--- src/rtl/lcd1602_pkg.sv ---
// Shared commands, controller state type and glyph ROM for the LCD1602 refresh path.
// Build option LCD1602_CGRAM_EN adds a CGRAM glyph preload stage after init.
package lcd1602_pkg;

  localparam logic [7:0] CMD_FUNC_8BIT = 8'h38;
  localparam logic [7:0] CMD_DISP_ON   = 8'h0C;
  localparam logic [7:0] CMD_ENTRY_INC = 8'h06;
  localparam logic [7:0] CMD_CLEAR     = 8'h01;
  localparam logic [7:0] CMD_LINE1     = 8'h80;
  localparam logic [7:0] CMD_LINE2     = 8'hC0;
  localparam logic [7:0] CMD_CGRAM0    = 8'h40;

  typedef enum logic [3:0] {
    StPwrup,
    StInit,
`ifdef LCD1602_CGRAM_EN
    StCgload,
`endif
    StIdle,
    StL1Addr,
    StL1Data,
    StL2Addr,
    StL2Data,
    StDone
  } ctrl_state_e;

`ifdef LCD1602_CGRAM_EN
  // Glyphs for codes 0x00..0x02 (heart, smile, up arrow), row 0 first; only 5 LSBs are pixels.
  localparam logic [0:23][7:0] GLYPH_ROM = {
    8'h00, 8'h0A, 8'h1F, 8'h1F, 8'h0E, 8'h04, 8'h00, 8'h00,
    8'h00, 8'h0A, 8'h00, 8'h00, 8'h11, 8'h0E, 8'h00, 8'h00,
    8'h04, 8'h0E, 8'h15, 8'h04, 8'h04, 8'h04, 8'h04, 8'h00
  };
`endif

  function automatic int unsigned max2(input int unsigned a, input int unsigned b);
    return (a > b) ? a : b;
  endfunction

endpackage

--- src/rtl/lcd1602_write_phy.sv ---
// Single-byte HD44780 write: setup, EN pulse, hold, then a fixed settle wait
// (long wait after a clear), followed by a one-cycle done pulse.
module lcd1602_write_phy
  import lcd1602_pkg::*;
#(
  parameter int unsigned SETUP_CYC = 4,
  parameter int unsigned EN_CYC    = 25,
  parameter int unsigned HOLD_CYC  = 4,
  parameter int unsigned CMD_CYC   = 2500,
  parameter int unsigned CLR_CYC   = 100000
) (
  input  logic       CLOCK,
  input  logic       RST_n,
  input  logic       start_i,
  input  logic       rs_i,
  input  logic [7:0] data_i,
  input  logic       long_wait_i,
  output logic       busy_o,
  output logic       done_o,
  output logic       lcd_rs_o,
  output logic       lcd_en_o,
  output logic [7:0] lcd_d_o
);

  localparam int unsigned CntW = $clog2(max2(max2(CMD_CYC, CLR_CYC),
                                             max2(EN_CYC, max2(SETUP_CYC, HOLD_CYC))) + 1);
  localparam logic [CntW-1:0] SetupLast = CntW'(SETUP_CYC - 1);
  localparam logic [CntW-1:0] EnLast    = CntW'(EN_CYC - 1);
  localparam logic [CntW-1:0] HoldLast  = CntW'(HOLD_CYC - 1);
  localparam logic [CntW-1:0] CmdLast   = CntW'(CMD_CYC - 1);
  localparam logic [CntW-1:0] ClrLast   = CntW'(CLR_CYC - 1);

  typedef enum logic [2:0] {PhyIdle, PhySetup, PhyEn, PhyHold, PhyWait} phy_state_e;

  phy_state_e      state_q, state_d;
  logic [CntW-1:0] cnt_q, cnt_d;
  logic            rs_q, rs_d, en_q, en_d, long_q, long_d, done_q, done_d;
  logic [7:0]      d_q, d_d;

  always_comb begin
    state_d = state_q;
    cnt_d   = cnt_q;
    rs_d    = rs_q;
    d_d     = d_q;
    en_d    = en_q;
    long_d  = long_q;
    done_d  = 1'b0;
    unique case (state_q)
      PhyIdle: if (start_i) begin
        state_d = PhySetup;
        cnt_d   = '0;
        rs_d    = rs_i;
        d_d     = data_i;
        long_d  = long_wait_i;
      end
      PhySetup: if (cnt_q == SetupLast) begin
        state_d = PhyEn;
        cnt_d   = '0;
        en_d    = 1'b1;
      end else cnt_d = cnt_q + 1'b1;
      PhyEn: if (cnt_q == EnLast) begin
        state_d = PhyHold;
        cnt_d   = '0;
        en_d    = 1'b0;
      end else cnt_d = cnt_q + 1'b1;
      PhyHold: if (cnt_q == HoldLast) begin
        state_d = PhyWait;
        cnt_d   = '0;
      end else cnt_d = cnt_q + 1'b1;
      PhyWait: if (cnt_q == (long_q ? ClrLast : CmdLast)) begin
        state_d = PhyIdle;
        cnt_d   = '0;
        done_d  = 1'b1;
      end else cnt_d = cnt_q + 1'b1;
      default: begin
        state_d = PhyIdle;
        en_d    = 1'b0;
      end
    endcase
  end

  // Async reset drops EN at once, aborting any write in flight.
  always_ff @(posedge CLOCK or negedge RST_n) begin
    if (!RST_n) begin
      state_q <= PhyIdle;
      cnt_q   <= '0;
      rs_q    <= 1'b0;
      d_q     <= 8'h00;
      en_q    <= 1'b0;
      long_q  <= 1'b0;
      done_q  <= 1'b0;
    end else begin
      state_q <= state_d;
      cnt_q   <= cnt_d;
      rs_q    <= rs_d;
      d_q     <= d_d;
      en_q    <= en_d;
      long_q  <= long_d;
      done_q  <= done_d;
    end
  end

  assign busy_o   = (state_q != PhyIdle);
  assign done_o   = done_q;
  assign lcd_rs_o = rs_q;
  assign lcd_en_o = en_q;
  assign lcd_d_o  = d_q;

endmodule

--- src/rtl/lcd1602_refresh_ctrl.sv ---
// LCD1602 power-up/init sequencer and two-line refresher; byte timing lives in the phy.
// Define LCD1602_CGRAM_EN to preload three custom glyphs before the first idle.
module lcd1602_refresh_ctrl
  import lcd1602_pkg::*;
#(
  parameter int unsigned PWRUP_CYC = 1000000,
  parameter int unsigned SETUP_CYC = 4,
  parameter int unsigned EN_CYC    = 25,
  parameter int unsigned HOLD_CYC  = 4,
  parameter int unsigned CMD_CYC   = 2500,
  parameter int unsigned CLR_CYC   = 100000
) (
  input  logic         CLOCK,
  input  logic         RST_n,
  input  logic [127:0] line_rom1,
  input  logic [127:0] line_rom2,
  input  logic         iCall,
  output logic         oDone,
  output logic         LCD1602_RS,
  output logic         LCD1602_RW,
  output logic         LCD1602_EN,
  output logic [7:0]   LCD1602_D
);

  localparam int unsigned CntW = $clog2(max2(PWRUP_CYC, CLR_CYC) + 1);
  localparam logic [CntW-1:0] PwrupLast = CntW'(PWRUP_CYC - 1);

  ctrl_state_e     state_q, state_d;
  logic [CntW-1:0] cnt_q, cnt_d;
  logic [4:0]      idx_q, idx_d;
  logic [127:0]    snap1_q, snap1_d, snap2_q, snap2_d;
  logic            done_q, done_d;
  logic            start, wr_rs, long_wait, phy_busy, phy_done;
  logic [7:0]      wr_data;
`ifdef LCD1602_CGRAM_EN
  logic [4:0]      glyph_idx;
  assign glyph_idx = idx_q - 5'd1;
`endif

  // Bytes are issued whenever the phy is idle (including its done cycle); states that
  // end a sequence wait for the final done before moving on.
  always_comb begin
    state_d = state_q;
    cnt_d   = cnt_q;
    idx_d   = idx_q;
    snap1_d = snap1_q;
    snap2_d = snap2_q;
    done_d  = 1'b0;
    start   = 1'b0;
    wr_rs   = 1'b0;
    wr_data = 8'h00;
    unique case (state_q)
      StPwrup: if (cnt_q == PwrupLast) begin
        state_d = StInit;
        cnt_d   = '0;
      end else cnt_d = cnt_q + 1'b1;
      StInit: begin
        case (idx_q[1:0])
          2'd0:    wr_data = CMD_FUNC_8BIT;
          2'd1:    wr_data = CMD_DISP_ON;
          2'd2:    wr_data = CMD_ENTRY_INC;
          default: wr_data = CMD_CLEAR;
        endcase
        if (!phy_busy && idx_q < 5'd4) begin
          start = 1'b1;
          idx_d = idx_q + 5'd1;
        end else if (phy_done && idx_q == 5'd4) begin
          idx_d = '0;
`ifdef LCD1602_CGRAM_EN
          state_d = StCgload;
`else
          state_d = StIdle;
`endif
        end
      end
`ifdef LCD1602_CGRAM_EN
      StCgload: begin
        if (idx_q == 5'd0) begin
          wr_data = CMD_CGRAM0;
        end else if (idx_q == 5'd25) begin
          wr_data = CMD_LINE1;
        end else begin
          wr_rs   = 1'b1;
          wr_data = GLYPH_ROM[glyph_idx];
        end
        if (!phy_busy && idx_q < 5'd26) begin
          start = 1'b1;
          idx_d = idx_q + 5'd1;
        end else if (phy_done && idx_q == 5'd26) begin
          idx_d   = '0;
          state_d = StIdle;
        end
      end
`endif
      StIdle: if (iCall) begin
        snap1_d = line_rom1;
        snap2_d = line_rom2;
        state_d = StL1Addr;
      end
      StL1Addr: begin
        wr_data = CMD_LINE1;
        if (!phy_busy) begin
          start   = 1'b1;
          idx_d   = '0;
          state_d = StL1Data;
        end
      end
      StL1Data: begin
        wr_rs   = 1'b1;
        wr_data = snap1_q[{~idx_q[3:0], 3'b000} +: 8];
        if (!phy_busy) begin
          start = 1'b1;
          if (idx_q[3:0] == 4'd15) begin
            idx_d   = '0;
            state_d = StL2Addr;
          end else idx_d = idx_q + 5'd1;
        end
      end
      StL2Addr: begin
        wr_data = CMD_LINE2;
        if (!phy_busy) begin
          start   = 1'b1;
          idx_d   = '0;
          state_d = StL2Data;
        end
      end
      StL2Data: begin
        wr_rs   = 1'b1;
        wr_data = snap2_q[{~idx_q[3:0], 3'b000} +: 8];
        if (!phy_busy && idx_q < 5'd16) begin
          start = 1'b1;
          idx_d = idx_q + 5'd1;
        end else if (phy_done && idx_q == 5'd16) begin
          idx_d   = '0;
          done_d  = 1'b1;
          state_d = StDone;
        end
      end
      StDone:  state_d = StIdle;
      default: state_d = StPwrup;
    endcase
  end

  assign long_wait = !wr_rs && (wr_data == CMD_CLEAR);

  always_ff @(posedge CLOCK or negedge RST_n) begin
    if (!RST_n) begin
      state_q <= StPwrup;
      cnt_q   <= '0;
      idx_q   <= '0;
      snap1_q <= '0;
      snap2_q <= '0;
      done_q  <= 1'b0;
    end else begin
      state_q <= state_d;
      cnt_q   <= cnt_d;
      idx_q   <= idx_d;
      snap1_q <= snap1_d;
      snap2_q <= snap2_d;
      done_q  <= done_d;
    end
  end

  lcd1602_write_phy #(
    .SETUP_CYC(SETUP_CYC),
    .EN_CYC   (EN_CYC),
    .HOLD_CYC (HOLD_CYC),
    .CMD_CYC  (CMD_CYC),
    .CLR_CYC  (CLR_CYC)
  ) u_phy (
    .CLOCK      (CLOCK),
    .RST_n      (RST_n),
    .start_i    (start),
    .rs_i       (wr_rs),
    .data_i     (wr_data),
    .long_wait_i(long_wait),
    .busy_o     (phy_busy),
    .done_o     (phy_done),
    .lcd_rs_o   (LCD1602_RS),
    .lcd_en_o   (LCD1602_EN),
    .lcd_d_o    (LCD1602_D)
  );

  assign oDone      = done_q;
  assign LCD1602_RW = 1'b0;

endmodule

--- config.mk ---
export PLATFORM = sky130hd
export DESIGN_NAME = lcd1602_refresh_ctrl
export DESIGN_NICKNAME = d
export VERILOG_FILES = /design/src/rtl/lcd1602_pkg.sv /design/src/rtl/lcd1602_write_phy.sv /design/src/rtl/lcd1602_refresh_ctrl.sv
export SDC_FILE = /design/constraint.sdc
export NUM_CORES = 1
export LEC_CHECK = 0
export BUFFER_PORTS_ARGS = -buffer_cell sky130_fd_sc_hd__buf_2
export CELL_PAD_IN_SITES_DETAIL_PLACEMENT = 2
export CELL_PAD_IN_SITES_GLOBAL_PLACEMENT = 2
export CORE_MARGIN = 5
export CORE_UTILIZATION = 38
export CTS_BUF_LIST = sky130_fd_sc_hd__clkbuf_16
export CTS_CLUSTER_SIZE = 40
export DETAILED_ROUTE_END_ITERATION = 12
export PLACE_DENSITY_LB_ADDON = 0.1
export REMOVE_ABC_BUFFERS = 1
export SLEW_MARGIN = 20
export SYNTH_ARGS = -nofsm -noshare
export SYNTH_HDL_FRONTEND = slang
export SYNTH_SLANG_ARGS = --single-unit
--- constraint.sdc ---
create_clock -name CLOCK -period 2.8 [get_ports CLOCK]
set_clock_uncertainty 0.05 [all_clocks]
set_input_delay 0.28 -clock CLOCK [delete_from_list [all_inputs] [get_ports CLOCK]]
set_output_delay 0.28 -clock CLOCK [all_outputs]
set_load 0.02 [all_outputs]
==> reports/results.ini <==
[outcome]
status = finished, violations left
violations = setup timing

[clock_network]
clk_latency_ns = 0.58
htree_levels = 2
path_clk_slew_ns = 0.06
clock_path_buffers = 3
cts_sinks = 317
cts_tree = built
cts_resized = 0
ctsRootBufferMaster = clkbuf_16
cts_buffers = 38
cts_setup_buffers = 0

[placement]
hpwlAfterDp_um = 36900
dp_slack_ns = 0.288
dp_cells = 1944
io_buffer_count = 269
globalplace.congestion = 0.806
dpl-instance-area_um2 = 17400

[worst_setup_path]
startpoint = state_q[1]$_DFFE_PN0P_
critical_path_arrival_ns = 3.28
r2r_start = state_q[1]$_DFFE_PN0P_
critPathLaunchType = flip-flop
crit_path_end_kind = flip-flop
reg2reg_slack_ns = -0.08
crit_type = reg2reg
cp.required_ns = 3.20
crit_path_max_fanout = 21

[die]
fp.dieH_um = 209
rows = 73
die_w_um = 209
core_area_um2 = 39500
pin_count = 271
die-area_um2 = 43800
start_util_pct = 38.2

[logic_synthesis]
synth_area_um2 = 15100
yosysUniqueCellTypes = 66
postSynthAreaPerCell_um2 = 13.0
synth_seq_area_share_pct = 52.6
synthArstFlopShare_pct = 100
synth.area.mux_share_pct = 28.3
synth-seq-cells = 317
yosys_warnings = 0
synth_flop_cell = dfrtp_1
synth-compound-area-share_pct = 6.61
synth_edf_count = 0
synth_xor_area_share_pct = 0.754
synth_adder_area_share_pct = 0.746
synthCells = 1161
synth-simple-area-share_pct = 8.43
synth_top_family_by_area = multiplexers

[power_and_ir_drop]
p_sw_share_pct = 25.3
power_density_nw_per_um2 = 486
leakage_nw = 10.3
p_clk_share_pct = 48.9
p_switching_mw = 2.60
p_comb_share_pct = 6.6
ir_drop_uv = 488
power.internal_mw = 7.68
p_seq_share_pct = 44.6

[route]
drtIter0Drc = 1062
drc = 0
num_vias = 13500
drt-vias-per-instance = 5.90
routed_wl_um = 76900
wire_per_inst_um = 33.7
drt_first_pass_iters = 5
ant_nets = 0

[timing]
period_share_pct = 103
tightest_slew_ns = 0.817
max_freq_mhz = 348
slew_headroom_pct = 45.6
maxSlewViolCount = 0
fin_tns_setup_ns = -0.0768
setup_slack_ns = -0.0768
hold_violations = 0
fin_crit_ns = 2.88
setup_viol = 1
finalHoldWorstSlack_ns = 0.283

[final_layout]
fill_cells = 3670
drive_gt1_share_pct = 40.4
stdcell_count = 2280
final_cell_area_um2 = 21200
areaGrowthSynthToFinish_pct = 40.2
layout.nets = 1984

[global_routing]
grt_first_pass_wirelength_um = 103000
grtUsageTotal_pct = 31.0
grt_pass1_vias = 15300
antenna_found_initial = 11
grt_max_degree = 84
grt_overflow = 0

[min_path]
min_path_type = in2async

[run]
drv_cap = 0

-- critical path, stage by stage (launching register included) --
cell      delay (ns)
dfrtp_1         0.38
buf_4           0.31
and3b_1         0.22
buf_4           0.34
a211o_1         0.23
a21oi_1         0.05
o311ai_0        0.68
nand3_1         0.26
and2_1          0.22
-- cell usage after synthesis (all sizes together), types with 20 or more instances --
master / number / area share (%)
nand2: 64 / 1.6
o21ai: 50 / 1.7
nor2: 39 / 0.97
mux2i: 26 / 1.7
a21oi: 20 / 0.66
nor3: 21 / 0.70
buf: 27 / 1.1
nand3: 31 / 1.0
clkbuf: 50 / 1.3
mux4: 47 / 7.0
dfrtp: 317 / 53
mux2: 262 / 20
-- worst paths after layout --
check                                              to  cells past startpoint
max                          u_phy.long_q$_DFFE_PN0P_                      8
max reg2reg                  u_phy.long_q$_DFFE_PN0P_                      8
min reg2reg                   snap2_q[64]$_DFFE_PN0P_                      1
min in group CLOCK             state_q[0]$_DFFE_PN0P_                      6
max in group asynchronous     snap1_q[18]$_DFFE_PN0P_                      3
min                        u_phy.cnt_q[2]$_DFFE_PN0P_                      2
-- final cells by class --
class                      instances  area [µm²]  share of cell area (%)
clock buffer                      39         976                    4.61
tap                              525         657                    3.10
antenna                           13        32.5                   0.154
inverter                           8        30.0                   0.142
sequential                       317        7940                    37.5
timing repair buffer             592        4560                    21.6
clock inverter                    27         183                   0.863
multi-input combinational        759        6780                    32.1
-- timing repair --
item | 4_1_cts | 5_1_grt
hold buffers | 257 | 0
endpoints found under the setup margin | 0 | 0
hold endpoints to repair | 330 | 0
-- cell families after synthesis --
| kind of cell | count (synthesis) |
|---|---|
| adder cells (fa/ha/maj) | 9 |
| other | 1 |
| flip-flops | 317 |
| XOR/XNOR | 13 |
| AO/OA/AOI/OAI | 154 |
| AND/OR/NAND/NOR | 247 |
| buffers and inverters | 85 |
| multiplexers | 335 |
-- power groups by stage --
stage | clock network [mW] | registers, mW | logic (mW)
after floorplan | 0 | 4.67 | 0.00419
after global placement | 0 | 4.66 | 0.329
after detailed placement | 0 | 4.66 | 0.333
after CTS | 4.85 | 4.58 | 0.622
after global routing | 5.25 | 4.58 | 0.714
final | 5.02 | 4.58 | 0.677
-- sequential cells by signal, indices dropped and copies added (netlist names) --
name / cells
snap1_q: 128
snap2_q: 128
cnt_q: 20
u_phy.cnt_q: 17
u_phy.lcd_d_o: 8
idx_q: 5
state_q: 3
u_phy.state_q: 3
oDone: 1
u_phy.done_o: 1
u_phy.lcd_en_o: 1
u_phy.lcd_rs_o: 1
u_phy.long_q: 1
-- through the flow --
stage / total power, mW / util (%)
floorplan: 4.67 / -
global placement: 4.99 / 44.0
detailed placement: 5.00 / 44.0
CTS: 10.1 / 53.4
global route: 10.5 / 53.5
finish: 10.3 / 53.5
-- metal layers --
metal	track usage (%)	up-vias	share of wire (%)
met1	37.0	7067	37
met5	0	-	0.034
met3	5.95	259	5.5
met2	54.8	711	52
met4	13.2	4	5.0
li1	-	5414	-
-- cell usage in the layout (no fill, tap or decap), types with 4 or more instances in the layout --
cell / synthesis / layout
mux2_2: 262 / 262
buf_12: 1 / 11
ha_1: 9 / 9
and3b_1: 4 / 4
a21oi_1: 20 / 20
xor2_1: 8 / 8
nor3b_1: 8 / 8
nor3_1: 21 / 21
xnor2_1: 5 / 5
a21o_1: 17 / 17
nand2_1: 64 / 64
clkinv_1: 0 / 10
nor2_1: 39 / 39
mux2i_1: 26 / 26
nand3_1: 31 / 31
o21ai_0: 49 / 49
nor4_1: 9 / 9
mux4_2: 47 / 47
diode_2: 0 / 13
a31oi_1: 6 / 6
a22oi_1: 4 / 4
nand2b_1: 7 / 7
inv_1: 7 / 14
and3_1: 10 / 9
or3_1: 8 / 8
clkbuf_16: 0 / 39
nor2b_1: 17 / 17
clkinv_2: 0 / 6
nand4_1: 10 / 10
buf_4: 6 / 55
buf_2: 12 / 268
o22ai_1: 13 / 13
dlygate4sd3_1: 0 / 257
a211oi_1: 8 / 8
dfrtp_1: 317 / 315
o31ai_1: 6 / 6
No activity file was read; power rests on OpenSTA's default activity.
